**config.mk**
```make
export PLATFORM = sky130hd
export DESIGN_NAME = wb_bus_arbiter
export DESIGN_NICKNAME = d
export VERILOG_FILES = /design/src/rtl/wb_bus_arbiter.sv
export SDC_FILE = /design/constraint.sdc
export NUM_CORES = 1
export LEC_CHECK = 0
export ABC_AREA = 1
export CAP_MARGIN = 20
export CELL_PAD_IN_SITES_DETAIL_PLACEMENT = 1
export CELL_PAD_IN_SITES_GLOBAL_PLACEMENT = 1
export CORE_ASPECT_RATIO = 1.4
export CORE_MARGIN = 8
export CORE_UTILIZATION = 27
export DETAILED_ROUTE_END_ITERATION = 8
export PLACE_DENSITY_LB_ADDON = 0.15
export SYNTH_ARGS = -nofsm -noshare
export SYNTH_HDL_FRONTEND = slang
export SYNTH_SLANG_ARGS = --single-unit
```
**constraint.sdc**
```tcl
create_clock -name clk -period 1.7 [get_ports clk]
set_input_delay 0.17 -clock clk [delete_from_list [all_inputs] [get_ports clk]]
set_output_delay 0.17 -clock clk [all_outputs]
set_load 0.02 [all_outputs]
```
**src/rtl/wb_bus_arbiter.sv**
```systemverilog
// Three-client Wishbone arbiter (CPU=0, VGA=1, UART=2) in front of the SRAM slave.
// VGA is favoured using the vga_state hint; CPU/UART share the remaining slots round-robin.
module wb_bus_arbiter #(
    parameter int unsigned TIMEOUT_CYCLES = 16
) (
    input  logic        clk,
    input  logic        nrst,
    input  logic [1:0]  vga_state,

    input  logic        cpu_req,
    input  logic        cpu_we,
    input  logic [31:0] cpu_adr,
    input  logic [31:0] cpu_wdat,
    input  logic [3:0]  cpu_sel,

    input  logic        vga_req,
    input  logic [31:0] vga_adr,
    input  logic [3:0]  vga_sel,

    input  logic        uart_req,
    input  logic        uart_we,
    input  logic [31:0] uart_adr,
    input  logic [31:0] uart_wdat,
    input  logic [3:0]  uart_sel,

    output logic        cpu_ack,
    output logic        vga_ack,
    output logic        uart_ack,
    output logic        cpu_err,
    output logic        vga_err,
    output logic        uart_err,
    output logic [31:0] rdata,
    output logic [1:0]  current_client,

    output logic        cyc_o,
    output logic        stb_o,
    output logic        we_o,
    output logic [31:0] adr_o,
    output logic [31:0] dat_o,
    output logic [3:0]  sel_o,
    input  logic [31:0] dat_i,
    input  logic        ack_i
);

    localparam int unsigned CW = (TIMEOUT_CYCLES > 1) ? $clog2(TIMEOUT_CYCLES + 1) : 1;

    typedef enum logic [1:0] {
        IDLE  = 2'd0,
        ISSUE = 2'd1,
        DONE  = 2'd2
    } state_t;

    typedef enum logic [1:0] {
        CL_CPU  = 2'd0,
        CL_VGA  = 2'd1,
        CL_UART = 2'd2,
        CL_NONE = 2'd3
    } client_t;

    state_t        state_q, state_d;
    client_t       cur_q, cur_d;
    logic          rr_q, rr_d;       // 0: CPU preferred next, 1: UART preferred next
    logic [CW-1:0] cnt_q, cnt_d;
    logic          we_q, we_d;
    logic [31:0]   adr_q, adr_d;
    logic [31:0]   dat_q, dat_d;
    logic [3:0]    sel_q, sel_d;
    logic [31:0]   rdata_q, rdata_d;
    logic          err_q, err_d;

    logic          cu_allowed;
    logic          timeout_hit;

    // CPU/UART may only start while the display is neither active nor about to be.
    assign cu_allowed  = (vga_state == 2'd0) || (vga_state == 2'd3);
    assign timeout_hit = (TIMEOUT_CYCLES != 0) && (32'(cnt_q) == TIMEOUT_CYCLES - 1);

    always_ff @(posedge clk or negedge nrst) begin
        if (!nrst) begin
            state_q <= IDLE;
            cur_q   <= CL_NONE;
            rr_q    <= 1'b0;
            cnt_q   <= '0;
            we_q    <= 1'b0;
            adr_q   <= '0;
            dat_q   <= '0;
            sel_q   <= '0;
            rdata_q <= '0;
            err_q   <= 1'b0;
        end else begin
            state_q <= state_d;
            cur_q   <= cur_d;
            rr_q    <= rr_d;
            cnt_q   <= cnt_d;
            we_q    <= we_d;
            adr_q   <= adr_d;
            dat_q   <= dat_d;
            sel_q   <= sel_d;
            rdata_q <= rdata_d;
            err_q   <= err_d;
        end
    end

    always_comb begin
        state_d = state_q;
        cur_d   = cur_q;
        rr_d    = rr_q;
        cnt_d   = cnt_q;
        we_d    = we_q;
        adr_d   = adr_q;
        dat_d   = dat_q;
        sel_d   = sel_q;
        rdata_d = rdata_q;
        err_d   = err_q;

        unique case (state_q)
            IDLE: begin
                cur_d = CL_NONE;
                err_d = 1'b0;
                cnt_d = '0;
                if (vga_req) begin
                    cur_d   = CL_VGA;
                    we_d    = 1'b0;
                    adr_d   = vga_adr;
                    dat_d   = '0;
                    sel_d   = vga_sel;
                    state_d = ISSUE;
                end else if (cu_allowed && cpu_req && (!rr_q || !uart_req)) begin
                    cur_d   = CL_CPU;
                    we_d    = cpu_we;
                    adr_d   = cpu_adr;
                    dat_d   = cpu_wdat;
                    sel_d   = cpu_sel;
                    rr_d    = 1'b1;
                    state_d = ISSUE;
                end else if (cu_allowed && uart_req) begin
                    cur_d   = CL_UART;
                    we_d    = uart_we;
                    adr_d   = uart_adr;
                    dat_d   = uart_wdat;
                    sel_d   = uart_sel;
                    rr_d    = 1'b0;
                    state_d = ISSUE;
                end
            end
            ISSUE: begin
                cnt_d = cnt_q + CW'(1);
                if (ack_i) begin
                    if (!we_q) begin
                        rdata_d = dat_i;
                    end
                    err_d   = 1'b0;
                    state_d = DONE;
                end else if (timeout_hit) begin
                    rdata_d = '0;
                    err_d   = 1'b1;
                    state_d = DONE;
                end
            end
            DONE: begin
                state_d = IDLE;
            end
            default: begin
                state_d = IDLE;
            end
        endcase
    end

    always_comb begin
        cpu_ack  = 1'b0;
        vga_ack  = 1'b0;
        uart_ack = 1'b0;
        cpu_err  = 1'b0;
        vga_err  = 1'b0;
        uart_err = 1'b0;
        if (state_q == DONE) begin
            cpu_ack  = !err_q && (cur_q == CL_CPU);
            vga_ack  = !err_q && (cur_q == CL_VGA);
            uart_ack = !err_q && (cur_q == CL_UART);
            cpu_err  =  err_q && (cur_q == CL_CPU);
            vga_err  =  err_q && (cur_q == CL_VGA);
            uart_err =  err_q && (cur_q == CL_UART);
        end
    end

    assign cyc_o          = (state_q == ISSUE);
    assign stb_o          = (state_q == ISSUE);
    assign we_o           = we_q;
    assign adr_o          = adr_q;
    assign dat_o          = dat_q;
    assign sel_o          = sel_q;
    assign rdata          = rdata_q;
    assign current_client = cur_q;

endmodule

```
Word-level counts from Yosys, hierarchy flattened

Index checks and enable logic that the tools add are counted.

Register bits: 112
Input port bits: 214
Output and inout bits: 111

Add/sub/neg operators: 1
Equality and inequality tests: 9
Muxes and demuxes: 36
Bitwise gates (word level): 1
Reductions and logical operators: 26

Operators by type and width:

| cell                                           | number |
|---|---|
| two-way mux 32 bit                             | 9 |
| two-way mux 1 bit                              | 14 |
| two-way mux 2 bit                              | 7 |
| two-way mux 4 bit                              | 3 |
| case mux 5 bit (2 select lines)                | 1 |
| logical AND 1 bit                              | 9 |
| == test 2 bit (second input constant)          | 3 |
| zero test 2 bit                                | 3 |
| AND reduction 2 bit                            | 3 |
| AND reduction 3 bit                            | 2 |
| nonzero test 2 bit                             | 3 |
| adder 5 x 1 -> 5 bit (second input constant)   | 1 |
| == test 5 x 4 -> 1 bit (second input constant) | 1 |
| == test 2 x 1 -> 1 bit (second input constant) | 2 |
| != test 4 bit (second input constant)          | 1 |
| case mux 2 bit (2 select lines)                | 1 |
| zero test 1 bit                                | 3 |
| != test 3 x 1 -> 1 bit (second input constant) | 1 |
| nonzero test 3 bit                             | 1 |
| logical OR 1 bit                               | 2 |
| != test 2 bit (second input constant)          | 1 |
| case mux 1 bit (2 select lines)                | 1 |
| NOT 1 bit                                      | 1 |

Logic depth before layout (Yosys ltp)

Depth in word-level cells: 7
Gate-level depth with buffers: 11

Worst setup path before layout

Ideal clock, no wire load.

Path type: register to register
Start point: register state_q[1]
End point: register rdata_q[10] (netlist: rdata[10])
Setup time: 66 ps
Arrival time: 1541 ps
Slack: 93 ps
Stages on the path, launching flop included: 7
Path buffers: 1
Cell sequence: dfrtp_1 -> nor2_1 -> nand2_1 -> inv_1 -> buf_6 -> nand3_1 -> nand2_1

Longest elaborated chain between the ends: 2

Ends and longest elaborated chain:

| item                          | line | source |
|---|---|---|
| start, declared               | 60   | `state_t state_q, state_d;` |
| start signal, assigned        | 91   | `state_q <= state_d;` |
| == test 2 x 1 -> 1 bit        | --   |  |
| via cyc_o                     | 35   | `output logic cyc_o,` |
| AND reduction 3 bit (no line) | --   |  |
| end signal, assigned          | 99   | `rdata_q <= rdata_d;` |
| end, declared                 | 68   | `logic [31:0] rdata_q, rdata_d;` |

The timed path passes the listed nets, and every way through them passes these cells.
A chain may end at the register's enable or synchronous reset.

Worst setup path after layout

Start point: register cnt_q[1]
End point: register rdata_q[27] (netlist: rdata[27])

Longest elaborated chain between the ends: 3

Ends and longest elaborated chain:

| item                          | line | source |
|---|---|---|
| start, declared               | 63   | `logic [CW-1:0] cnt_q, cnt_d;` |
| start signal, assigned        | 94   | `cnt_q <= cnt_d;` |
| == test 5 x 4 -> 1 bit        | 76   | `assign timeout_hit = (TIMEOUT_CYCLES != 0) && (32'(cnt_q) == TIMEOUT_CYCLES - 1);` |
| nonzero test 2 bit (no line)  | --   |  |
| AND reduction 3 bit (no line) | --   |  |

No other way between the ends.

==> summary by stage <==
Run status
The run finished with clean final reports.

Clocking
The buffer type at the clock tree root is sky130_fd_sc_hd__clkbuf_16. The tree built by TritonCTS fans out to roughly 110 sinks. The clock-pin slew on the worst setup and hold paths is 90 ps. The TritonCTS clock tree is yes. In this run the number of H-tree levels came out at 3. For the worst-skew pair, the clock arrives at the later sink with an insertion delay of 350 ps. The clock passes through at most 2 buffers. The number of buffers created by CTS is 9.

Routing
After the first detailed-routing iteration, the DRC count stood at 211. The via count of the routed design is between 6k and 7k. The count of nets left with antenna violations once routing finished came out at 0.

For this run, the detailed router's first-pass iteration total came to 5. In the routed design, unresolved DRC markers number 0. The detailed-route vias per instance is 4.616. The wire length per cell after detailed routing is ~19 µm. The total length of routed wires is approximately 26000 µm.

Yosys
Sequential elements use 47.01% of the synthesized area. The synthesized netlist occupies a cell area of 0.005967 mm². The total number of yosys warnings is 0. In this run, synthesis produced a sequential element count of about 110. The mux contribution to synthesized area is 0%. The number of nets in the synthesized netlist is 1002. The netlist uses 24 different library cells. The instance count of the mapped netlist is 786.

The per-instance average area after synthesis is approximately 7.6 µm². The parity-gate share of the synthesized area counting xor and xnor cells is 0%. After Yosys synthesis, full adders, half adders and majority gates account for less than 1% of the synthesized area. By area, the combinational part of the netlist is dominated by simple AND/OR/NAND/NOR gates. The synthesized netlist devotes under 10% of its cell area to compound gates.

Of the total synthesized cell area, the portion taken by AND, OR, NAND and NOR gates is between 30% and 40%.

Placement
The pre-CTS setup slack is -162.8 ps. At the end of routability-driven placement, the weighted congestion stood at around 0.77. The number of placed instances, taps included is ~1.4k. During placement, the flow inserted port buffers numbering 324. Detailed placement finished with a half-perimeter wire length of about 20000 µm.

Power
The internal power is 8.708 mW. The analysis attributes to net switching a power of 6.453 mW. The switching fraction of total power is 42.56%. After layout, the design draws a total of 15.16 mW. The proportion of power drawn by the clock network is between 10% and 20%.

The power density over cell area is 1499 mW/mm². The fraction of power consumed by combinational cells is a little under three fifths. The analysis attributes to cell leakage a power of 4.649 nW. The maximum vdd drop is 0.8148 mV. The sequential cell fraction of total power is 30.7%.

Floorplanning
between 300 and 400 I/O pins were placed. The total die area is around 0.027 mm². The die is roughly 140 µm wide.

After floorplanning, the core was divided into 64 placement rows. The floorplan die height is 191.9 µm. For this configuration, the core starts out at a cell density of a little over a quarter.

The floorplan step defined a core boundary enclosing 0.02178 mm².

Timing
The final hold violation count is 0. The worst slack on hold paths is between 200 and 250 ps. On the final layout, the worst clock skew is 9.270 ps.

For the pin with the worst max-slew slack, the measured transition is between 300 and 400 ps. The share of the clock period used by the worst path after layout is between 90% and 100%. After layout, the worst setup slack is 109.7 ps. The number of pins with negative max-slew slack in the final report is 0.

Setup violations remaining at the end of the flow were counted as 0. The remaining max-slew budget at the tightest pin is 74.88%. Timing would allow up to around 0.63 GHz.

The final critical path time including I/O delays and setup is roughly 1600 ps.

Global route
The initial antenna violation count is 2. The total global-route track usage is 18.86%. The first-pass GRT wire length is between 30000 and 40000 µm.

The number of global-route vias before repair came to 7234. The overall overflow remaining after global route is 0. Entering global routing, the biggest net connects 51 pins.

Final layout
The number of diodes is 0. The final net count is ~1.3k. From synthesis to final layout, the design area changed by 69.47%. The ratio of cells with drive above 1 in the final layout is around 11%.

The filler-free cell count of the finished design is between 1k and 1.5k.

Worst setup path
STA classifies the critical path endpoint as a register. The startpoint type of the worst setup path is a register. The critical path data required time is about 2000 ps. Of all nets on the critical path, the largest fanout is 8. The worst setup path category is reg2reg. STA puts the critical path data arrival time at roughly 1800 ps.

Worst hold path
The worst min-delay path class is in2async.

Run
The max-capacitance violation count is 0.
cells by family after synthesis:
kind of cell	count (synthesis)
compound gates	80
fa+ha+maj	2
buf+inv	110
flops	112
simple gates	482
cells in the mapped netlist:
| cell type | number | area (µm²) |
|---|---|---|
| sky130_fd_sc_hd__a211oi_1 | 1 | 7.510 |
| sky130_fd_sc_hd__a21oi_1 | 37 | 185.2 |
| sky130_fd_sc_hd__a21oi_4 | 2 | 32.53 |
| sky130_fd_sc_hd__a22o_1 | 1 | 8.760 |
| sky130_fd_sc_hd__buf_1 | 6 | 22.52 |
| sky130_fd_sc_hd__buf_2 | 17 | 85.08 |
| sky130_fd_sc_hd__buf_4 | 6 | 45.04 |
| sky130_fd_sc_hd__buf_6 | 5 | 56.30 |
| sky130_fd_sc_hd__clkbuf_1 | 23 | 86.33 |
| sky130_fd_sc_hd__dfrtp_1 | 110 | 2753 |
| sky130_fd_sc_hd__dfstp_2 | 2 | 52.55 |
| sky130_fd_sc_hd__ha_1 | 2 | 25.02 |
| sky130_fd_sc_hd__inv_1 | 51 | 191.4 |
| sky130_fd_sc_hd__inv_2 | 2 | 7.510 |
| sky130_fd_sc_hd__nand2_1 | 220 | 825.8 |
| sky130_fd_sc_hd__nand2_2 | 2 | 12.51 |
| sky130_fd_sc_hd__nand3_1 | 174 | 870.8 |
| sky130_fd_sc_hd__nor2_1 | 12 | 45.04 |
| sky130_fd_sc_hd__nor3_1 | 4 | 20.02 |
| sky130_fd_sc_hd__o21ai_0 | 38 | 190.2 |
| sky130_fd_sc_hd__o22ai_1 | 1 | 6.260 |
| sky130_fd_sc_hd__or2_0 | 19 | 118.9 |
| sky130_fd_sc_hd__or2_1 | 10 | 62.56 |
| sky130_fd_sc_hd__or2_2 | 41 | 256.5 |
layout by cell type (no fill, tap or decap), types with 2 or more instances in the layout:
cell                              synthesis  layout
sky130_fd_sc_hd__dlygate4sd2_1            0       4
sky130_fd_sc_hd__or2_0                   19      19
sky130_fd_sc_hd__buf_4                    6      27
sky130_fd_sc_hd__buf_6                    5       3
sky130_fd_sc_hd__nor3_2                   0       2
sky130_fd_sc_hd__ha_2                     0       2
sky130_fd_sc_hd__inv_6                    0       2
sky130_fd_sc_hd__o21ai_1                  0      12
sky130_fd_sc_hd__buf_12                   0      13
sky130_fd_sc_hd__dfrtp_1                110     110
sky130_fd_sc_hd__or2_1                   10      10
sky130_fd_sc_hd__a21oi_4                  2       2
sky130_fd_sc_hd__a21oi_1                 37      37
sky130_fd_sc_hd__nand3_1                174     174
sky130_fd_sc_hd__clkbuf_2                 0       6
sky130_fd_sc_hd__nand2_1                220     220
sky130_fd_sc_hd__o21ai_0                 38      22
sky130_fd_sc_hd__nor3_1                   4       2
sky130_fd_sc_hd__inv_1                   51      51
sky130_fd_sc_hd__or2_2                   41      41
sky130_fd_sc_hd__nor2_1                  12       9
sky130_fd_sc_hd__clkbuf_16                0      10
sky130_fd_sc_hd__nor2_2                   0       2
sky130_fd_sc_hd__o21ai_2                  0       4
sky130_fd_sc_hd__dfstp_2                  2       2
sky130_fd_sc_hd__inv_2                    2       2
sky130_fd_sc_hd__clkdlybuf4s50_1          0     313
layer usage:
layer  share of wire, %  GRT usage, %  vias to the layer above
met3                7.7         6.841                       20
met2                 54         35.25                      189
met4                1.4         4.642                        4
met1                 37         19.51                     3124
met5               0.12             0                        -
li1                   -             -                     3172
worst max-delay path: stages (launching register included):
cell                      delay, ps
sky130_fd_sc_hd__dfrtp_1        380
sky130_fd_sc_hd__ha_2           190
sky130_fd_sc_hd__inv_1           60
sky130_fd_sc_hd__nor3_2         120
sky130_fd_sc_hd__ha_2           250
sky130_fd_sc_hd__nor2_4          80
sky130_fd_sc_hd__buf_6          160
sky130_fd_sc_hd__o21ai_0        170
sky130_fd_sc_hd__nand2_1         70
repair_timing:
| action | in CTS | in global routing |
|---|---|---|
| hold buffers | 1 | 0 |
| setup buffers | 0 | 2 |
| gates cloned | 0 | 3 |
| pin swaps | 0 | 2 |
| resized for setup | 13 | 41 |
| endpoints found under the setup margin | 11 | 40 |
| endpoints found under the hold margin | 21 | 0 |
area by class of cell:
type                    instances  area (µm²)
clock buffers                   9       225.2
clock inverters                 7       66.31
fillers                      2644       11670
inverters                      53       198.9
multi-input cells             564        2715
flip-flops and latches        112        2805
well taps                     297       371.6
repair buffers                368        3730
power groups by stage:
| stage | Combinational, mW | Sequential (mW) | Clock [mW] |
|---|---|---|---|
| floorplan | 2.50 | 6.12 | 0 |
| global placement | 8.32 | 4.66 | 0 |
| detailed placement | 8.47 | 4.69 | 0 |
| CTS | 8.46 | 4.66 | 2.25 |
| global route | 9.05 | 4.83 | 2.34 |
| finish | 8.34 | 4.66 | 2.16 |
through the flow:
| step | instance area (µm²) | util, % | setup TNS (ps) |
|---|---|---|---|
| finish | 10110 | 46.43 | 0 |
| global route | 10110 | 46.43 | -71.74 |
| CTS | 10040 | 46.11 | 0 |
| detailed placement | 9749 | 44.76 | -9865 |
| global placement | 9749 | 44.76 | -5449 |
| floorplan | 5967 | - | 0 |
path summary, 6_finish.rpt:
kind | slack (ps) | cells past startpoint | from | end
min in group clk | 360 | 3 | dat_i[20] | rdata[20]$_DFFE_PN0P_
worst min register to register | 480 | 2 | rdata[0]$_DFFE_PN0P_ | rdata[0]$_DFFE_PN0P_
worst max register to register | 110 | 8 | cnt_q[1]$_DFFE_PN0P_ | rdata[27]$_DFFE_PN0P_
max in group asynchronous | 880 | 3 | nrst | current_client[0]$_DFFE_PN1P_
worst min-delay path | 250 | 2 | nrst | rdata[17]$_DFFE_PN0P_
worst max-delay path | 110 | 8 | cnt_q[1]$_DFFE_PN0P_ | rdata[27]$_DFFE_PN0P_
flip-flops by register name, indices dropped and copies added, names as in the netlist:
name and count:
adr_o 32, cnt_q 5, current_client 2, dat_o 32
err_q 1, rdata 32, rr_q 1, sel_o 4
state_q 2, we_o 1
Note: power is estimated with default switching activity, not from simulation.
